**config.mk**
```make
export PLATFORM = sky130hd
export DESIGN_NAME = r_div_seq_flat
export DESIGN_NICKNAME = d
export VERILOG_FILES = /design/src/rtl/r_div_seq_if.sv /design/src/rtl/r_div_seq.sv /design/src/flat_wrapper.sv
export SDC_FILE = /design/constraint.sdc
export NUM_CORES = 1
export LEC_CHECK = 0
export ABC_CLOCK_PERIOD_IN_PS = 18800
export CAP_MARGIN = 20
export CORE_MARGIN = 3
export CORE_UTILIZATION = 40
export CTS_CLUSTER_DIAMETER = 60
export DETAILED_ROUTE_END_ITERATION = 7
export PLACE_DENSITY_LB_ADDON = 0.25
export SYNTH_ARGS = -nofsm -noshare
export SYNTH_HDL_FRONTEND = slang
export SYNTH_SLANG_ARGS = --single-unit
```
**constraint.sdc**
```tcl
create_clock -name clk_i -period 18.8 [get_ports clk_i]
set_input_delay 1.88 -clock clk_i [delete_from_list [all_inputs] [get_ports clk_i]]
set_output_delay 1.88 -clock clk_i [all_outputs]
set_load 0.1 [all_outputs]
```
**src/rtl/r_div_seq_if.sv**
```systemverilog
// Request/response bundle for the r_div_seq iterative divider.
// Latency: wires only, no storage.
// Backpressure: valid/ready on the request side and on the result side.
//
// Signal names carry the divider's port names so the waveform reads the
// same from either end. The master modport is the issuing pipeline (or a
// bench), and the slave modport is the divider itself.
interface r_div_seq_if #(
   parameter int WIDTH = 32
);
   logic             in_valid_i;
   logic             in_ready_o;
   logic             signed_i;
   logic [WIDTH-1:0] dividend_i;
   logic [WIDTH-1:0] divisor_i;
   logic             flush_i;
   logic             out_valid_o;
   logic             out_ready_i;
   logic [WIDTH-1:0] quotient_o;
   logic [WIDTH-1:0] remainder_o;
   logic             div_zero_o;

   modport master (
      output in_valid_i, signed_i, dividend_i, divisor_i, flush_i, out_ready_i,
      input  in_ready_o, out_valid_o, quotient_o, remainder_o, div_zero_o
   );

   modport slave (
      input  in_valid_i, signed_i, dividend_i, divisor_i, flush_i, out_ready_i,
      output in_ready_o, out_valid_o, quotient_o, remainder_o, div_zero_o
   );
endinterface

```
**src/rtl/r_div_seq.sv**
```systemverilog
// Iterative restoring DIV/REM unit that handles signed or unsigned operands and returns quotient and remainder.
// Latency: N_ITER+1 cycles from accept to out_valid_o, or 1 cycle for a zero divisor.
// Backpressure: accepts only in IDLE. The result is held in DONE until out_ready_i is seen, and flush_i aborts in any state.
//
// Ports:
//   clk_i    clock
//   rst_n_i  asynchronous active-low reset
//   io       r_div_seq_if.slave, which carries:
//              in_valid_i / in_ready_o    request handshake
//              signed_i                   two's-complement operands when set
//              dividend_i, divisor_i      operands, sampled only on the accept cycle
//              flush_i                    abort and return to IDLE
//              out_valid_o / out_ready_i  result handshake
//              quotient_o, remainder_o    results, valid with out_valid_o
//              div_zero_o                 result came from a zero divisor
//
// BITS_PER_CYCLE must be a power of two and must divide WIDTH.
module r_div_seq #(
   parameter int WIDTH          = 32,
   parameter int BITS_PER_CYCLE = 2
) (
   input  logic       clk_i,
   input  logic       rst_n_i,
   r_div_seq_if.slave io
);

   localparam int N_ITER = WIDTH / BITS_PER_CYCLE;
   localparam int CNT_W  = (N_ITER > 1) ? $clog2(N_ITER) : 1;

   typedef enum logic [1:0] {
      IDLE = 2'd0,
      CALC = 2'd1,
      DONE = 2'd2
   } state_t;

   state_t state_q, state_d;

   // The dividend magnitude and the quotient share one shift register.
   // Dividend bits leave at the top and quotient bits enter at the bottom,
   // so after N_ITER cycles the register holds only the quotient.
   logic [WIDTH-1:0] qd_q;
   logic [WIDTH-1:0] rem_q;
   logic [WIDTH-1:0] dvs_q;
   logic [WIDTH-1:0] raw_q;      // unmodified dividend, returned as the remainder on divide-by-zero
   logic             neg_q_q;
   logic             neg_r_q;
   logic             dz_q;
   logic [CNT_W-1:0] cnt_q;

   logic             accept;
   logic             last_iter;
   logic             dvd_neg;
   logic             dvs_neg;
   logic [WIDTH-1:0] dvd_mag;
   logic [WIDTH-1:0] dvs_mag;

   logic [WIDTH-1:0] qd_step;
   logic [WIDTH-1:0] rem_step;
   logic [WIDTH:0]   sh;
   logic [WIDTH:0]   diff;

   // ---------------------------------------------------------------
   // Operand conditioning
   // ---------------------------------------------------------------
   // A flush in the same cycle as a request discards the request.
   assign accept    = io.in_valid_i & (state_q == IDLE) & ~io.flush_i;
   assign last_iter = (cnt_q == CNT_W'(N_ITER - 1));

   assign dvd_neg = io.signed_i & io.dividend_i[WIDTH-1];
   assign dvs_neg = io.signed_i & io.divisor_i[WIDTH-1];
   // Negating MIN gives MIN again. Read as unsigned, that value is the
   // correct magnitude 2^(WIDTH-1), so MIN / -1 needs no special case.
   assign dvd_mag = dvd_neg ? -io.dividend_i : io.dividend_i;
   assign dvs_mag = dvs_neg ? -io.divisor_i  : io.divisor_i;

   // ---------------------------------------------------------------
   // Restoring cell chain: BITS_PER_CYCLE cells, evaluated MSB-first
   // ---------------------------------------------------------------
   // The partial remainder is always below the divisor, so the shifted
   // value is below 2*divisor. The WIDTH+1-bit difference therefore fits,
   // and its top bit is a reliable borrow flag.
   always_comb begin
      qd_step  = qd_q;
      rem_step = rem_q;
      sh       = '0;
      diff     = '0;
      for (int k = 0; k < BITS_PER_CYCLE; k++) begin
         sh   = {rem_step, qd_step[WIDTH-1]};
         diff = sh - {1'b0, dvs_q};
         if (diff[WIDTH]) begin
            rem_step = sh[WIDTH-1:0];           // borrow: restore the remainder
         end else begin
            rem_step = diff[WIDTH-1:0];
         end
         qd_step = {qd_step[WIDTH-2:0], ~diff[WIDTH]};
      end
   end

   // ---------------------------------------------------------------
   // State register
   // ---------------------------------------------------------------
   always_ff @(posedge clk_i or negedge rst_n_i) begin
      if (!rst_n_i) begin
         state_q <= IDLE;
      end else begin
         state_q <= state_d;
      end
   end

   // ---------------------------------------------------------------
   // Next state and outputs
   // ---------------------------------------------------------------
   always_comb begin
      state_d        = state_q;
      io.in_ready_o  = 1'b0;
      io.out_valid_o = 1'b0;
      io.quotient_o  = '0;
      io.remainder_o = '0;
      io.div_zero_o  = 1'b0;

      if (io.flush_i) begin
         state_d = IDLE;
      end else begin
         unique case (state_q)
            IDLE: begin
               if (io.in_valid_i) begin
                  state_d = (io.divisor_i == '0) ? DONE : CALC;
               end
            end
            CALC: begin
               if (last_iter) begin
                  state_d = DONE;
               end
            end
            DONE: begin
               if (io.out_ready_i) begin
                  state_d = IDLE;
               end
            end
            default: state_d = IDLE;
         endcase
      end

      io.in_ready_o = (state_q == IDLE);

      // The sign fixup is combinational from the registered magnitudes.
      // The outputs are gated to DONE so that partial CALC state never
      // reaches the result bus.
      if (state_q == DONE) begin
         io.out_valid_o = 1'b1;
         if (dz_q) begin
            io.quotient_o  = '1;
            io.remainder_o = raw_q;
            io.div_zero_o  = 1'b1;
         end else begin
            io.quotient_o  = neg_q_q ? -qd_q  : qd_q;
            io.remainder_o = neg_r_q ? -rem_q : rem_q;
         end
      end
   end

   // ---------------------------------------------------------------
   // Datapath registers
   // ---------------------------------------------------------------
   always_ff @(posedge clk_i or negedge rst_n_i) begin
      if (!rst_n_i) begin
         qd_q    <= '0;
         rem_q   <= '0;
         dvs_q   <= '0;
         raw_q   <= '0;
         neg_q_q <= 1'b0;
         neg_r_q <= 1'b0;
         dz_q    <= 1'b0;
         cnt_q   <= '0;
      end else if (accept) begin
         qd_q    <= dvd_mag;
         rem_q   <= '0;
         dvs_q   <= dvs_mag;
         raw_q   <= io.dividend_i;
         neg_q_q <= io.signed_i & (io.dividend_i[WIDTH-1] ^ io.divisor_i[WIDTH-1]);
         neg_r_q <= dvd_neg;
         dz_q    <= (io.divisor_i == '0);
         cnt_q   <= '0;
      end else if ((state_q == CALC) && !io.flush_i) begin
         qd_q    <= qd_step;
         rem_q   <= rem_step;
         cnt_q   <= cnt_q + 1'b1;
      end
   end

endmodule
```
**src/flat_wrapper.sv**
```systemverilog
// flat-port wrapper written by rule: the top's interface ports become plain ports
module r_div_seq_flat 
#(
   parameter int WIDTH          = 32,
   parameter int BITS_PER_CYCLE = 2
)
  (clk_i, rst_n_i, io_in_valid_i, io_signed_i, io_dividend_i, io_divisor_i, io_flush_i, io_out_ready_i, io_in_ready_o, io_out_valid_o, io_quotient_o, io_remainder_o, io_div_zero_o);
  r_div_seq_if #(.WIDTH(WIDTH)) io_i ();
  input  logic clk_i;
  input  logic rst_n_i;
  input wire logic [$bits(io_i.in_valid_i)-1:0] io_in_valid_i;
  input wire logic [$bits(io_i.signed_i)-1:0] io_signed_i;
  input wire logic [$bits(io_i.dividend_i)-1:0] io_dividend_i;
  input wire logic [$bits(io_i.divisor_i)-1:0] io_divisor_i;
  input wire logic [$bits(io_i.flush_i)-1:0] io_flush_i;
  input wire logic [$bits(io_i.out_ready_i)-1:0] io_out_ready_i;
  output wire logic [$bits(io_i.in_ready_o)-1:0] io_in_ready_o;
  output wire logic [$bits(io_i.out_valid_o)-1:0] io_out_valid_o;
  output wire logic [$bits(io_i.quotient_o)-1:0] io_quotient_o;
  output wire logic [$bits(io_i.remainder_o)-1:0] io_remainder_o;
  output wire logic [$bits(io_i.div_zero_o)-1:0] io_div_zero_o;
  assign io_i.in_valid_i = io_in_valid_i;
  assign io_i.signed_i = io_signed_i;
  assign io_i.dividend_i = io_dividend_i;
  assign io_i.divisor_i = io_divisor_i;
  assign io_i.flush_i = io_flush_i;
  assign io_i.out_ready_i = io_out_ready_i;
  assign io_in_ready_o = io_i.in_ready_o;
  assign io_out_valid_o = io_i.out_valid_o;
  assign io_quotient_o = io_i.quotient_o;
  assign io_remainder_o = io_i.remainder_o;
  assign io_div_zero_o = io_i.div_zero_o;
  r_div_seq #(.WIDTH(WIDTH), .BITS_PER_CYCLE(BITS_PER_CYCLE)) u_core (.clk_i(clk_i), .rst_n_i(rst_n_i), .io(io_i));
endmodule
```
==> reports/metrics.cfg <==
[worst_setup_path]
cpMaxStageDelayCell = a311oi_1
worstPathArrival_ps = 8500
cp_num_buf_inv = 3
critPathMaxFanout = 18
crit_family = compound AO/OA/AOI/OAI gates
max_stage_delay_ps = 720
path_cells = inv_1, ha_1, inv_1, fa_1, a211oi_1, o211ai_1, a311oi_1, o21ai_1, and4_1, or3_1, nand2_1, o21ai_0, fa_1, a211oi_1, o211ai_1, a221oi_1, buf_4, a311o_1, o311ai_1, a311oi_1, o211ai_2, nand2_1, o221ai_1
cp.required_ps = 19070
worst_setup_path_start_kind = flop
endpoint_kind = flop
crit_type = flop to flop

[power_and_ir_drop]
comb_power_share = 0.707
p_int_w = 0.00133
p_sw_frac = 0.532
finalPower_w = 0.00284
cellPowerDensity_nw_per_um2 = 190
power.share.clock = 0.126
ir_drop_mv = 0.135
leakagePower_nw = 6.46
p_switching_w = 0.00151
power.share.sequential = 0.167

[place]
dp.final_hpwl_um = 31200
gp_congestion = 0.951
dp_slack_ps = 10710
numPortBuffers = 136
postPlaceCellArea_um2 = 14300

[synth]
synth-seq-area-share = 0.270
ys_async_sr_fraction = 1.00
syn_avg_cell_area_um2 = 7.61
netlist_top_cells_area = dfrtp_1 (27%), nand2_1 (8.4%), ha_1 (6.8%), xor2_1 (6.3%), xnor2_1 (5.6%)
ys_warn_count = 0
synth_edf_count = 0
yosysUniqueCellTypes = 72
syn-num-nets = 1807
ys.flop_type = dfrtp_1
synth_top_area_cell = dfrtp_1
synth_top_area_share = 0.270
synth_area_um2 = 12700
synthCells = 1666
synth-seq-cells = 137

[global_route]
grt_max_degree = 95
grt_overflow = 0
grt_pass1_vias = 12300
antenna_found_initial = 0
grt_use_total = 0.245
grt_pass1_wl_um = 66600

[sta]
clock_skew_ps = 15.4
hold_viol = 0
setup_viol = 0
drv_slew = 0
setup_slack_ps = 10560
timing.slew.headroom = 0.294
fmax_ghz = 0.121
fin_crit_ps = 8240
tightest_slew_ps = 1060
fin_crit_sh = 0.438
rsz0062_at_grt = no
setup_tns_ps = 0

[route]
num_vias = 12800
drc_errors = 0
drt_iter0_drc = 937
vias_per_cell = 5.92
ant_nets = 0
wirelength_um = 41900
dr.pass1.iters = 5
avgRoutedWirePerCell_um = 19.4

[clock_network]
cts_num_sinks = 137
root_buffer = clkbuf_16
clock_latency_ps = 440
tritoncts = done
htreeDepth = 4
post-cts-setup-buffers = 0
cts_buffers = 17
clkTransAtPathRegs_ps = 60
holdBufCountCts = 0
cts.repair.resized = 0
cts_buffer_depth = 2

[cells_and_area]
drive_above_1_share = 0.0500
antennaDiodeCount = 0
multi_input_area_um2 = 8670
nets = 1889
syn_to_final_growth_pct = 17.9
fin_area_um2 = 14900
fill_cells = 3049
seqCellArea_um2 = 3430
fin_util = 0.483

[floorplan]
die_x_um = 184
dieArea_um2 = 33900
io_pins = 137
fp.dieH_um = 184
initial_core_util = 0.410
rows = 64
fp.coreArea_um2 = 30900

[status]
status = complete, no violations

[min_path]
min_path_type = flop to flop

[job]
cap_violations = 0

state kept, by name, summed over array words and instances (netlist names):
register        count
u_core.cnt_q        4
u_core.dvs_q       32
u_core.dz_q         1
u_core.neg_q_q      1
u_core.neg_r_q      1
u_core.qd_q        32
u_core.raw_q       32
u_core.rem_q       32
u_core.state_q      2
logic make-up after synthesis:
logic type,after synthesis,share of synthesized area
fa+ha+maj,71,0.0713
mux,29,0.0247
simple gates,599,0.216
xor+xnor,172,0.119
compound gates,498,0.251
buf+inv,160,0.0479
flops,137,0.270
worst min-delay path, stage by stage (launching register included):
cell and delay, ps:
dfrtp_1 340, nand2_1 50, nand2_1 50
area by class of cell:
class | instances | share of cell area
well taps | 396 | 0.0332
clock buffers | 17 | 0.0285
inverters | 74 | 0.0186
multi-input cells | 1369 | 0.581
clock inverters | 15 | 0.0120
repair buffers | 149 | 0.0977
flip-flops and latches | 137 | 0.229
cells in the mapped netlist (12+ instances only):
library cell	number
a211oi_1	13
a31oi_1	38
xnor2_1	81
a21o_1	35
ha_1	69
a21oi_1	140
or3_1	21
nand4_1	29
o21ai_0	120
nand2_1	282
nor3_1	17
xor2_1	91
o31ai_1	34
mux2_2	18
and3_1	13
inv_1	74
dfrtp_1	137
o211ai_1	22
nand3_1	18
and2_1	15
clkbuf_1	72
nor4_1	12
or4_1	16
nor2_1	135
power groups by stage:
stage | Clock, W | Sequential (W) | Combinational [W]
after floorplan | 0 | 0.000433 | 0.00148
after global placement | 0 | 0.000472 | 0.00194
after detailed placement | 0 | 0.000475 | 0.00196
after CTS | 0.000364 | 0.000469 | 0.00197
after global routing | 0.000379 | 0.000483 | 0.00219
final | 0.000359 | 0.000473 | 0.00200
per-stage QoR:
step                hold WS (ps)  cells
floorplan                    445   1666
global placement             458   2125
detailed placement           464   2125
CTS                          480   2157
global route                 494   2157
finish                       476   2157
per-layer routing:
layer  share of wire  vias up  global-route usage
li1                -     6133                   -
met1            0.45     6071               0.337
met2            0.46      494               0.393
met3           0.067       71              0.0352
met4           0.026        0              0.0877
met5               0        -                   0
layout by cell type, fill, tap and decap left out, types with 15 or more instances in the layout:
cell type	n
a21o_1	35
a21oi_1	140
a31oi_1	38
and2_1	15
clkbuf_16	17
clkdlybuf4s50_1	135
dfrtp_1	137
ha_1	69
inv_1	74
mux2_2	18
nand2_1	281
nand3_1	17
nand4_1	29
nor2_1	134
nor3_1	15
o211ai_1	22
o21ai_0	120
o31ai_1	34
or3_1	21
or4_1	16
xnor2_1	81
xor2_1	91
final timing paths:
check                                            start                       endpoint  slack (ps)  cells past startpoint
hold / removal             u_core.raw_q[8]$_DFFE_PN0P_    u_core.raw_q[8]$_DFFE_PN0P_         480                      2
min in group asynchronous                      rst_n_i   u_core.raw_q[12]$_DFFE_PN0P_        1480                      1
setup / recovery           u_core.qd_q[31]$_DFFE_PN0P_    u_core.rem_q[1]$_DFFE_PN0P_       10560                     23
max in group asynchronous                      rst_n_i  u_core.state_q[1]$_DFFE_PN0P_       15980                      2
setup reg to reg           u_core.qd_q[31]$_DFFE_PN0P_    u_core.rem_q[1]$_DFFE_PN0P_       10560                     23
hold reg to reg            u_core.raw_q[8]$_DFFE_PN0P_    u_core.raw_q[8]$_DFFE_PN0P_         480                      2
No activity file was read; power rests on OpenSTA's default activity.
